## src/rtl/sprite_cmd_dispatcher.sv

```systemverilog
// sprite_cmd_dispatcher
//
// Purpose:
//   Buffers CPU command words from an Avalon-MM slave write port in a FIFO and
//   broadcasts one word per cycle on the shared sprite command bus. Buffer-swap
//   commands (action field [20:17] == 4'hF) are held at the FIFO head until the
//   first pixel of vertical blank. This means ping/pong buffer toggles never land
//   mid-frame. When there is nothing to issue, the bus carries NOP_WORD.
//
// Optional feature macro: DISPATCH_STATS_EN
//   When this macro is defined, saturating issued/drop statistics counters are built.
//   When it is undefined, issued_count and drop_count are tied to zero.
//
// Ports:
//   clk           in   1   system clock
//   reset         in   1   asynchronous active-low reset
//   chipselect    in   1   Avalon slave select
//   write         in   1   Avalon write strobe
//   writedata     in  32   command word: [31:26] component, [20:17] action,
//                          [16:14] type, [13] toggle, [12:0] data
//   hcount        in  10   current horizontal count
//   vcount        in  10   current vertical count
//   cmd_out       out 32   registered broadcast word
//   fifo_full     out  1   FIFO holds FIFO_DEPTH words
//   fifo_empty    out  1   FIFO holds no words
//   overflow      out  1   sticky, set by a rejected write
//   swap_pending  out  1   a swap is waiting for vertical blank
//   active_buffer out  1   toggle bit of the last issued swap
//   issued_count  out 16   non-NOP words issued (statistics)
//   drop_count    out 16   rejected writes (statistics)
//   state_dbg     out  1   FSM state (0 = IDLE, 1 = WAIT_SYNC)

module sprite_cmd_dispatcher #(
    parameter int          FIFO_DEPTH  = 16,
    parameter int          ADDR_W      = 4,
    parameter logic [9:0]  VBLANK_LINE = 10'd480,
    parameter logic [31:0] NOP_WORD    = 32'h0000_0000
) (
    input  logic        clk,
    input  logic        reset,
    input  logic        chipselect,
    input  logic        write,
    input  logic [31:0] writedata,
    input  logic [9:0]  hcount,
    input  logic [9:0]  vcount,
    output logic [31:0] cmd_out,
    output logic        fifo_full,
    output logic        fifo_empty,
    output logic        overflow,
    output logic        swap_pending,
    output logic        active_buffer,
    output logic [15:0] issued_count,
    output logic [15:0] drop_count,
    output logic        state_dbg
);

    typedef enum logic {
        IDLE      = 1'b0,
        WAIT_SYNC = 1'b1
    } state_t;

    localparam logic [ADDR_W:0] DEPTH_CNT = (ADDR_W+1)'(FIFO_DEPTH);

    state_t            state, next_state;
    logic [31:0]       mem [FIFO_DEPTH];
    logic [ADDR_W-1:0] wr_ptr, rd_ptr;
    logic [ADDR_W:0]   count;
    logic [31:0]       head;
    logic              head_is_swap;
    logic              vblank_start;
    logic              accept, reject, pop, take_swap;
    logic [31:0]       next_cmd;

    // Write handshake: a word transfers at a rising edge where
    // chipselect && write (valid) and !fifo_full (ready). If valid is high
    // while ready is low, the word is dropped and overflow is set. The CPU
    // side has no backpressure. fifo_full comes from the registered count.
    // As a result, a write into a full FIFO is dropped even when a pop
    // happens at the same edge.
    assign fifo_full  = (count == DEPTH_CNT);
    assign fifo_empty = (count == '0);
    assign accept     = chipselect && write && !fifo_full;
    assign reject     = chipselect && write && fifo_full;

    assign head         = mem[rd_ptr];
    assign head_is_swap = (head[20:17] == 4'hF);
    assign vblank_start = (vcount == VBLANK_LINE) && (hcount == 10'd0);

    assign swap_pending = (state == WAIT_SYNC);
    assign state_dbg    = state;

    // Next-state and issue decode. In IDLE, a swap at the head is tested
    // against vblank_start in the same cycle. So a swap that arrives exactly
    // at vblank_start issues at once, without passing through WAIT_SYNC.
    always_comb begin
        next_state = state;
        pop        = 1'b0;
        take_swap  = 1'b0;
        next_cmd   = NOP_WORD;
        case (state)
            IDLE: begin
                if (!fifo_empty) begin
                    if (!head_is_swap) begin
                        pop      = 1'b1;
                        next_cmd = head;
                    end else if (vblank_start) begin
                        pop       = 1'b1;
                        take_swap = 1'b1;
                        next_cmd  = head;
                    end else begin
                        next_state = WAIT_SYNC;
                    end
                end
            end
            WAIT_SYNC: begin
                if (vblank_start && !fifo_empty) begin
                    pop        = 1'b1;
                    take_swap  = 1'b1;
                    next_cmd   = head;
                    next_state = IDLE;
                end
            end
            default: next_state = IDLE;
        endcase
    end

    always_ff @(posedge clk or negedge reset) begin
        if (!reset) begin
            state         <= IDLE;
            cmd_out       <= NOP_WORD;
            overflow      <= 1'b0;
            active_buffer <= 1'b0;
            wr_ptr        <= '0;
            rd_ptr        <= '0;
            count         <= '0;
        end else begin
            state   <= next_state;
            cmd_out <= next_cmd;
            if (reject)
                overflow <= 1'b1;
            if (take_swap)
                active_buffer <= head[13];
            if (accept)
                wr_ptr <= wr_ptr + ADDR_W'(1);
            if (pop)
                rd_ptr <= rd_ptr + ADDR_W'(1);
            case ({accept, pop})
                2'b10:   count <= count + (ADDR_W+1)'(1);
                2'b01:   count <= count - (ADDR_W+1)'(1);
                default: count <= count;
            endcase
        end
    end

    // Storage is not reset. Clearing the pointers on reset discards the contents.
    always_ff @(posedge clk) begin
        if (accept)
            mem[wr_ptr] <= writedata;
    end

`ifdef DISPATCH_STATS_EN
    logic [15:0] issued_q, drop_q;

    always_ff @(posedge clk or negedge reset) begin
        if (!reset) begin
            issued_q <= 16'h0;
            drop_q   <= 16'h0;
        end else begin
            if (pop && (next_cmd != NOP_WORD) && (issued_q != 16'hFFFF))
                issued_q <= issued_q + 16'd1;
            if (reject && (drop_q != 16'hFFFF))
                drop_q <= drop_q + 16'd1;
        end
    end

    assign issued_count = issued_q;
    assign drop_count   = drop_q;
`else
    assign issued_count = 16'h0;
    assign drop_count   = 16'h0;
`endif

endmodule

```

## config.mk

```make
export PLATFORM = sky130hd
export DESIGN_NAME = sprite_cmd_dispatcher
export DESIGN_NICKNAME = d
export VERILOG_FILES = /design/src/rtl/sprite_cmd_dispatcher.sv
export SDC_FILE = /design/constraint.sdc
export NUM_CORES = 1
export LEC_CHECK = 0
export CAP_MARGIN = 20
export CORE_UTILIZATION = 50
export CTS_CLUSTER_DIAMETER = 150
export DETAILED_ROUTE_END_ITERATION = 7
export GPL_TIMING_DRIVEN = 0
export HOLD_SLACK_MARGIN = 0.03
export PLACE_DENSITY = 0.71
export SYNTH_ARGS = -nofsm -noshare
export SYNTH_HDL_FRONTEND = slang
export SYNTH_SLANG_ARGS = --single-unit
```

## constraint.sdc

```tcl
create_clock -name clk -period 4.05 [get_ports clk]
set_input_delay 0.81 -clock clk [delete_from_list [all_inputs] [get_ports clk]]
set_output_delay 0.81 -clock clk [all_outputs]
set_load 0.005 [all_outputs]
```

==> run summary <==
In this run the tightest slew margin relative to its limit is 26.5%. The number of distinct library cells after synthesis was 42; the final setup violation count was 0. The number of warning messages in the yosys log is 0, and the worst hold-check slack is 0.190 ns. The flow ran to the end, and the final reports show no timing, DRC or antenna violations. The tool flagged a number of max-cap violations equal to 0. The net count reported at finish was 1209.

For this run, asynchronously set or reset flops after synthesis account for 8.57%. STA classifies the critical path startpoint as a flip-flop. After global routing the overflow that remains totals 0. For the utilization of the core after routing, the log shows 60.7%. The tools report the type of element capturing the critical path as a flip-flop.

In this run, synthesis produced a sequential element count of 560. On the critical path, the stage with the largest delay is an instance of mux4_1. Clock root buffer: clkbuf_16. For the number of sinks on the clock net, the log shows 560.

The run gives 42200 sq um as the floorplan core area. For this block, the routed nets add up to 46500 microns of wire. During placement, the flow inserted port buffers numbering 93. The delay of the slowest cell on the worst path is 0.60 ns. For the routed via count, the log shows 10.2k. In the post-synthesis netlist, the biggest area contributors are edfxtp_1 71%, mux4_2 16%, dfrtp_1 5.6%.

The floorplan has 75 rows. The average wire per cell in the routed design is 26.9 microns. Setup repair after global routing left no endpoint under its margin.

In this run the remaining antenna-violating nets after routing total 0. Number of placed instances, taps included: 1624. The floorplan step defined a die boundary enclosing 43900 sq um.

The count of cells in the finished layout, fillers not included, comes to 1728. Sequential elements use 76.9% of the synthesized area. The worst clock skew is 0.0189 ns, and the horizontal die dimension is 210 microns. In this run, post-CTS hold repair placed 0 buffers. The first global-routing pass estimated 68500 microns of wire. The worst-margin pin slew is 1.10 ns, and the highest clock rate is 273 MHz. The most frequently used flop master after synthesis is edfxtp_1.

TritonCTS built the clock tree. The run gives 5 as the total iterations of the first detailed-routing run. The maximum number of pins on one net before global-route repair is 35. The power per unit of standard cell area is 491 nW/um^2, and the data required time of the worst path is 4.53 ns. The run gives 933 as the synthesized instance count. The period utilization works out to 90.6%. Yosys mapped a number of flops with a built-in enable equal to 512.

The detailed router finished its first iteration with 1085 violations. The maximum fanout count along the critical path is 10. Clock period minus worst slack: 3.67 ns. Of the post-synthesis cell area, the dominant cell type holds 71.4%. The total half-perimeter wirelength after legalization and detailed placement is 28300 microns, and the largest buffer count on any clock path is 3. The cell area that synthesis handed to floorplanning was 21500 sq um. The cell with the most instances after synthesis is edfxtp_1.

126 I/O pins were placed. The critical register-to-register path startpoint was rd_ptr[0]. The share of final-layout standard cells stronger than drive strength 1 is 28.5%, and the die extent in y is 210 microns. Via count of the first global-routing pass: 10.3k. In this run the worst setup path begins at rd_ptr[0]. The worst setup path is of the flip-flop to flip-flop kind. For the effective utilization at floorplan, the log shows 51.0%. Summed over all instances, the cell type with the most area after synthesis is edfxtp_1.

Routability-driven placement finished with a final weighted congestion of 0.701. In the post-route analysis, the smallest setup slack over all paths is 0.383 ns. The run gives 2 as the count of H-tree levels built during CTS. In this run the static leakage power is 8.32 nW. The logs give 54 for the number of buffers created by CTS and 0 for the final-report hold violation count. After routing, the total negative slack on setup checks comes to 0 ns. Compared with the post-synthesis result, the final layout area differs by 19.0%.

The average instance in the mapped netlist occupies 23.1 sq um. The arrival time at the worst endpoint came out at 4.15 ns. Clock-pin slew was measured on the worst setup and hold paths at 0.06 ns. The number of inserted filler cells in the final layout is 2911, and the number of antenna violations at the first check in global routing is 5. Counting instances in the post-synthesis netlist gives the leading cell types as 512 x edfxtp_1, 153 x mux4_2, 48 x dfrtp_1.

In the routed design, unresolved DRC markers number 0. For the global-route usage over all layers, the log shows 21.9%. For the worst-skew pair, the clock arrives at the later sink with an insertion delay of 0.60 ns. The detail-routed via count per cell was 5.91. Walking the worst path, the cells encountered are buf_6, buf_12, mux4_1, a22oi_1, nand3_1, a41oi_4, o21ai_4, buf_6, inv_1, ha_1, ha_1, a21o_1, a21oi_1, xor2_1, nor2_1, xor2_1.

In this run the worst hold path is classified as input pin to asynchronous set/reset pin. The tools report the max-slew violation total from the final report as 0. Across the VDD grid, the largest voltage drop is 0.000329 V.

The pre-CTS setup slack was 0.0994 ns.
-- critical path, delay by kind of cell, from the launching register on --
kind,cells,cell delay [ns]
flip-flops,1,0.36
adder cells (fa/ha/maj),2,0.57
AND/OR/NAND/NOR,2,0.27
AO/OA/AOI/OAI,5,0.92
buffers and inverters,4,0.52
multiplexers,1,0.60
XOR/XNOR,2,0.31
-- placed cells by master, fill, tap and decap left out, types with 9 or more instances in the layout --
| cell type | instances |
|---|---|
| buf_6 | 14 |
| nor2b_1 | 31 |
| buf_4 | 34 |
| dfrtp_1 | 48 |
| nor2_4 | 12 |
| mux4_2 | 153 |
| clkbuf_1 | 38 |
| clkdlybuf4s50_1 | 92 |
| buf_2 | 16 |
| clkbuf_16 | 55 |
| nand2_1 | 13 |
| ha_1 | 9 |
| edfxtp_1 | 512 |
| conb_1 | 32 |
| buf_12 | 14 |
-- sequential cells by signal, summed over array words and instances (netlist names) --
name,cells
active_buffer,1
cmd_out,32
count,5
mem,512
overflow,1
rd_ptr,4
state_dbg,1
wr_ptr,4
-- final cells by class --
cell class	instances	area (sq um)	area share (%)
Clock inverter	28	320	1.25
Antenna cell	2	5.00	0.0195
Buffer	77	493	1.92
Inverter	6	22.5	0.0878
Tap cell	539	674	2.63
Multi-Input combinational cell	321	4680	18.3
Clock buffer	72	1440	5.62
Sequential cell	560	16600	64.6
Timing Repair Buffer	123	1430	5.57
-- where the power goes --
part | total [mW] | internal [mW] | leakage [nW] | switching, mW
Clock | 5.04 | 2.94 | 0.850 | 2.10
Combinational | 0.843 | 0.323 | 2.21 | 0.520
Sequential | 6.70 | 6.62 | 5.26 | 0.0869
-- metal layers --
layer,GRT usage (%),routed length (microns),vias up
met1,32.0,19100,5381
met4,7.22,998,6
met5,0,49,-
li1,-,-,4236
met3,4.74,4240,74
met2,33.4,22100,523
-- stage by stage --
stage / instance area (sq um) / power (mW)
2_1_floorplan: 21700 / 7.20
3_3_place_gp: 23300 / 7.51
3_5_place_dp: 23900 / 7.67
4_1_cts: 25600 / 12.7
5_1_grt: 25600 / 13.0
6_report: 25600 / 12.6
-- timing repair --
action,4_1_cts,5_1_grt
gates resized for setup,0,0
endpoints found under the hold margin,0,0
buffers inserted,0,1
setup endpoints to repair,0,1
-- kinds of logic (layout without fill, tap and decap cells) --
group | Yosys count | count (layout) | synth area share, %
AO/OA/AOI/OAI | 17 | 17 | 0.662
XOR/XNOR | 11 | 11 | 0.482
adder cells (fa/ha/maj) | 10 | 10 | 0.616
buffers and inverters | 83 | 306 | 2.39
flip-flops | 560 | 560 | 76.9
multiplexers | 159 | 159 | 16.5
other | 1 | 34 | 0.0174
AND/OR/NAND/NOR | 92 | 92 | 2.35
-- final timing paths --
kind / end / slack (ns) / cells past startpoint
min in group clk: overflow / 0.48 / 1
max reg2reg: count[4] / 0.38 / 16
max: count[4] / 0.38 / 16
min reg2reg: overflow / 0.48 / 1
min: cmd_out[18] / 0.19 / 1
max in group asynchronous: cmd_out[31] / 3.25 / 2
Note: power is estimated with default switching activity, not from simulation.
